File: config.mk
export PLATFORM = sky130hd
export DESIGN_NAME = data_memory
export DESIGN_NICKNAME = d
export VERILOG_FILES = /design/src/rtl/data_memory.sv
export SDC_FILE = /design/constraint.sdc
export NUM_CORES = 2
export LEC_CHECK = 0
export ABC_AREA = 1
export CAP_MARGIN = 20
export CORE_MARGIN = 3
export CORE_UTILIZATION = 30
export CTS_BUF_LIST = sky130_fd_sc_hd__clkbuf_16
export CTS_CLUSTER_DIAMETER = 150
export DETAILED_ROUTE_END_ITERATION = 8
export SLEW_MARGIN = 30
export SYNTH_ARGS = -nofsm -noshare
export SYNTH_HDL_FRONTEND = slang
export SYNTH_SLANG_ARGS = --single-unit
export TNS_END_PERCENT = 30
File: constraint.sdc
create_clock -name clk -period 2.54 [get_ports clk]
set_input_delay 0.762 -clock clk [delete_from_list [all_inputs] [get_ports clk]]
set_output_delay 0.762 -clock clk [all_outputs]
set_load 0.05 [all_outputs]
File: src/rtl/data_memory.sv
// Single-port byte-wide data RAM for the CPU memory stage.
// Writes are synchronous. The read output is registered, and a read in the same cycle as a write to that address returns the new data.
module data_memory #(
    parameter int ADDR_W = 8,
    parameter int DATA_W = 8
) (
    input  logic              clk,
    input  logic              rst,
    input  logic              mem_read,
    input  logic              mem_write,
    input  logic [ADDR_W-1:0] addr,
    input  logic [DATA_W-1:0] wdata,
    output logic [DATA_W-1:0] rdata
);

    localparam int DEPTH = 1 << ADDR_W;

    // Register-based array so a single reset cycle can clear every word.
    // The declaration initialisers give a zeroed state at power-up.
    logic [DATA_W-1:0] mem [DEPTH] = '{default: '0};
    logic [DATA_W-1:0] rdata_p1    = '0;

    // A same-cycle write wins over the stored word.
    function automatic logic [DATA_W-1:0] read_mux(
        input logic              wr_en,
        input logic [DATA_W-1:0] wr_data,
        input logic [DATA_W-1:0] stored
    );
        return wr_en ? wr_data : stored;
    endfunction

    // ---- stage p0 -> p1: array update and read register ----
    always_ff @(posedge clk) begin
        if (rst) begin
            for (int i = 0; i < DEPTH; i++) begin
                mem[i] <= '0;
            end
            rdata_p1 <= '0;
        end else begin
            if (mem_write) begin
                mem[addr] <= wdata;
            end
            if (mem_read) begin
                rdata_p1 <= read_mux(mem_write, wdata, mem[addr]);
            end
        end
    end

    assign rdata = rdata_p1;

endmodule

==> flow_summary_export.csv <==
group,metric,value,unit
cells_and_area,area_growth_syn_to_layout,25.5,%
sta,period_share,97.7,%
routing,via_per_inst,4.84,
yosys,syn-instance-count,10300,
sta,drv_slew,0,
worst_setup_path,crit_path_top_delay_cell,"nor2_4",
grt,gr-total-overflow,0,
placement,io_buffers,27,
die,fp.dieH,565,microns
routing,wl,315,mm
clock_network,clockRootBuffer,"clkbuf_16",
min_path,hp-start,"rdata[2]$_SDFFE_PP0P_",
min_path,holdPathEnd,"rdata[2]$_SDFFE_PP0P_",
yosys,synth_top_area_cell,"edfxtp_1",
placement,gp_congestion,0.928,
yosys,yosys.area.top_type_share,65.7,%
die,core-area,310000,sq um
clock_network,htree_levels,4,
clock_network,clk_pin_slew,0.06,ns
sta,layout_setup_ws,0.0572,ns
clock_network,cts_buffers,216,
yosys,synth.avg_cell_area,9.13,sq um
clock_network,clk_latency,0.91,ns
die,start_util,30.2,%
worst_setup_path,start_kind,"input port",
cells_and_area,layout_common_cells,"4625 x nand2_1, 2320 x nor2_1, 2048 x edfxtp_1",
yosys,yosysUniqueCellTypes,23,
die,ios,28,
run,drv_cap,0,
worst_setup_path,crit_family,"simple AND/OR/NAND/NOR gates",
power_and_ir_drop,powerDensity,666,nW/um^2
worst_setup_path,path_buf_inv,5,
routing,wl_per_cell,20.5,microns
status,run_status,"finished clean",
routing,drtAntennaViolNets,0,
worst_setup_path,worstPathMaxFanout,7,
die,die_w,565,microns
yosys,synth.area.top_cells,"edfxtp_1 66%, nand2_1 19%, nor2_1 9.4%",
routing,drt_iter0_drc,7735,
clock_network,cts_tree,"built",
power_and_ir_drop,p_leak,49.1,nW
worst_setup_path,r2r-start,"mem[229][6]$_SDFFCE_PN0P_",
worst_setup_path,ff2ff_setup_slack,0.31,ns
placement,dpl.cell_count,14900,
power_and_ir_drop,peakVddDrop,772,uV
cells_and_area,nets,11100,
worst_setup_path,critPathArrivalTime,3.29,ns
sta,fin_crit,2.48,ns
worst_setup_path,required,3.35,ns
yosys,yosysSeqAreaShare,65.9,%
placement,dp_worst_setup_slack,-1.25,ns
grt,grt_pass1_wl,460,mm
cells_and_area,layout_commonest_cell,"nand2_1",
grt,grt_pass1_vias,71600,
min_path,hold_path_class,"register to register",
grt,grt.total_usage,19.2,%
yosys,synth_nets,10300,
clock_network,cts.sink_count,2056,
yosys,yosys_register_bits,2056,
sta,slew_headroom,63.9,%
sta,rsz0062_at_grt,"false",
grt,grt_max_degree,84,
cells_and_area,drive_above_1_share,14.6,%
routing,drc,0,
placement,hpwl,214,mm
worst_setup_path,rr_endpoint,"rdata[6]$_SDFFE_PP0P_",
cells_and_area,utilization,38.0,%
sta,tightest_slew,0.539,ns
die,dieArea,319000,sq um
yosys,synth_warnings,0,
worst_setup_path,crit_type,"input port to register",
sta,fmax,403,MHz
min_path,whs_path_depth,2,
yosys,synth_area,93600,sq um
routing,via_count,74400,
worst_setup_path,end_kind,"register",
sta,clock-skew-final,0.0695,ns
power_and_ir_drop,finalPower,0.0782,W
sta,hold_viol,0,
sta,setup_viol,0,
clock_network,cts_buffer_depth,3,
die,std_cell_rows,204,
clock_network,ctsHoldBuffers,0,
worst_setup_path,path_cells,"dlygate4sd2_1 -> buf_4 -> nor2_4 -> buf_4 -> nand2_1 -> nand2_1 -> nor2_1 -> nor2_1 -> buf_4 -> nor2_1 -> buf_4 -> nand2_1 -> nand2_1 -> nand3_1 -> o21bai_1 -> a21oi_1",
cells_and_area,layoutNonFillerInstCount,15400,
worst_setup_path,slowest_delay,0.41,ns
sta,fin_setup_tns,0,ns
worst_setup_path,rr_worst_depth,15,
routing,firstDrtPassIters,6,
grt,antenna_found_initial,9,
-- metrics by stage --
stage               hold WS, ns  area (sq um)
floorplan                 0.687         94000
global placement          0.632        110000
detailed placement        0.645        110000
CTS                       0.576        117000
global route              0.572        117000
finish                    0.562        117000
-- layout make-up --
class                   instances  area, sq um
multi-input cells            7506        29600
well taps                    4120         5150
diodes                          6         15.0
repair buffers               1240        14100
fillers                     30400       192000
flip-flops and latches       2056        61700
clock buffers                 222         5560
clock inverters               172         1220
inverters                      38          251
-- power by group --
part / total [W] / internal, W / leakage (nW) / switching [W]
clock: 0.0306 / 0.0171 / 3.49 / 0.0135
sequential: 0.0394 / 0.0389 / 19.5 / 0.000495
combinational: 0.00817 / 0.00279 / 26.1 / 0.00538
-- routing by layer --
metal | global-route usage, % | part of all wire, % | wire, microns
met5 | 0 | 0.0041 | 13
met4 | 7.85 | 4.3 | 13500
met3 | 2.76 | 8.2 | 25800
met2 | 31.6 | 47 | 148000
met1 | 25.5 | 41 | 128000
-- worst min-delay path, delay by kind of cell, from the launching register on --
family	cells	cell delay (ns)
AO/OA/AOI/OAI	1	0.06
flip-flops	1	0.38
AND/OR/NAND/NOR	1	0.08
-- state kept, by name, summed over array words and instances (netlist names) --
signal	count
mem	2048
rdata	8
-- kinds of logic after synthesis --
family / count (synthesis) / synth area share (%)
flops: 2056 / 65.9
compound gates: 215 / 1.18
simple gates: 7291 / 29.8
buf+inv: 689 / 3.15
-- worst max path at each step --
stage	startpoint	endpoint	cells after the start
floorplan	addr[0]	mem[33][0]$_SDFFCE_PN0P_	10
global placement	addr[0]	rdata[5]$_SDFFE_PP0P_	17
detailed placement	addr[0]	rdata[5]$_SDFFE_PP0P_	17
CTS	addr[0]	rdata[5]$_SDFFE_PP0P_	17
global route	addr[0]	rdata[5]$_SDFFE_PP0P_	19
finish	addr[2]	rdata[3]$_SDFFE_PP0P_	16
-- synth_stat cells, drive strengths merged --
master / instances
buf: 296
nand3: 139
nor2: 2347
o21ai: 117
o21bai: 6
clkbuf: 355
inv: 38
nand2: 4686
nor3: 21
nand4: 98
a21oi: 86
a22oi: 6
dfxtp: 8
edfxtp: 2048
-- timing repair --
action                                  in CTS  in global routing
endpoints found under the setup margin     251                335
gates cloned                                 0                  6
resized for setup                           17                 43
setup buffers                                6                  7
pin swaps                                    2                  4
(Power assumes the default switching activity.)
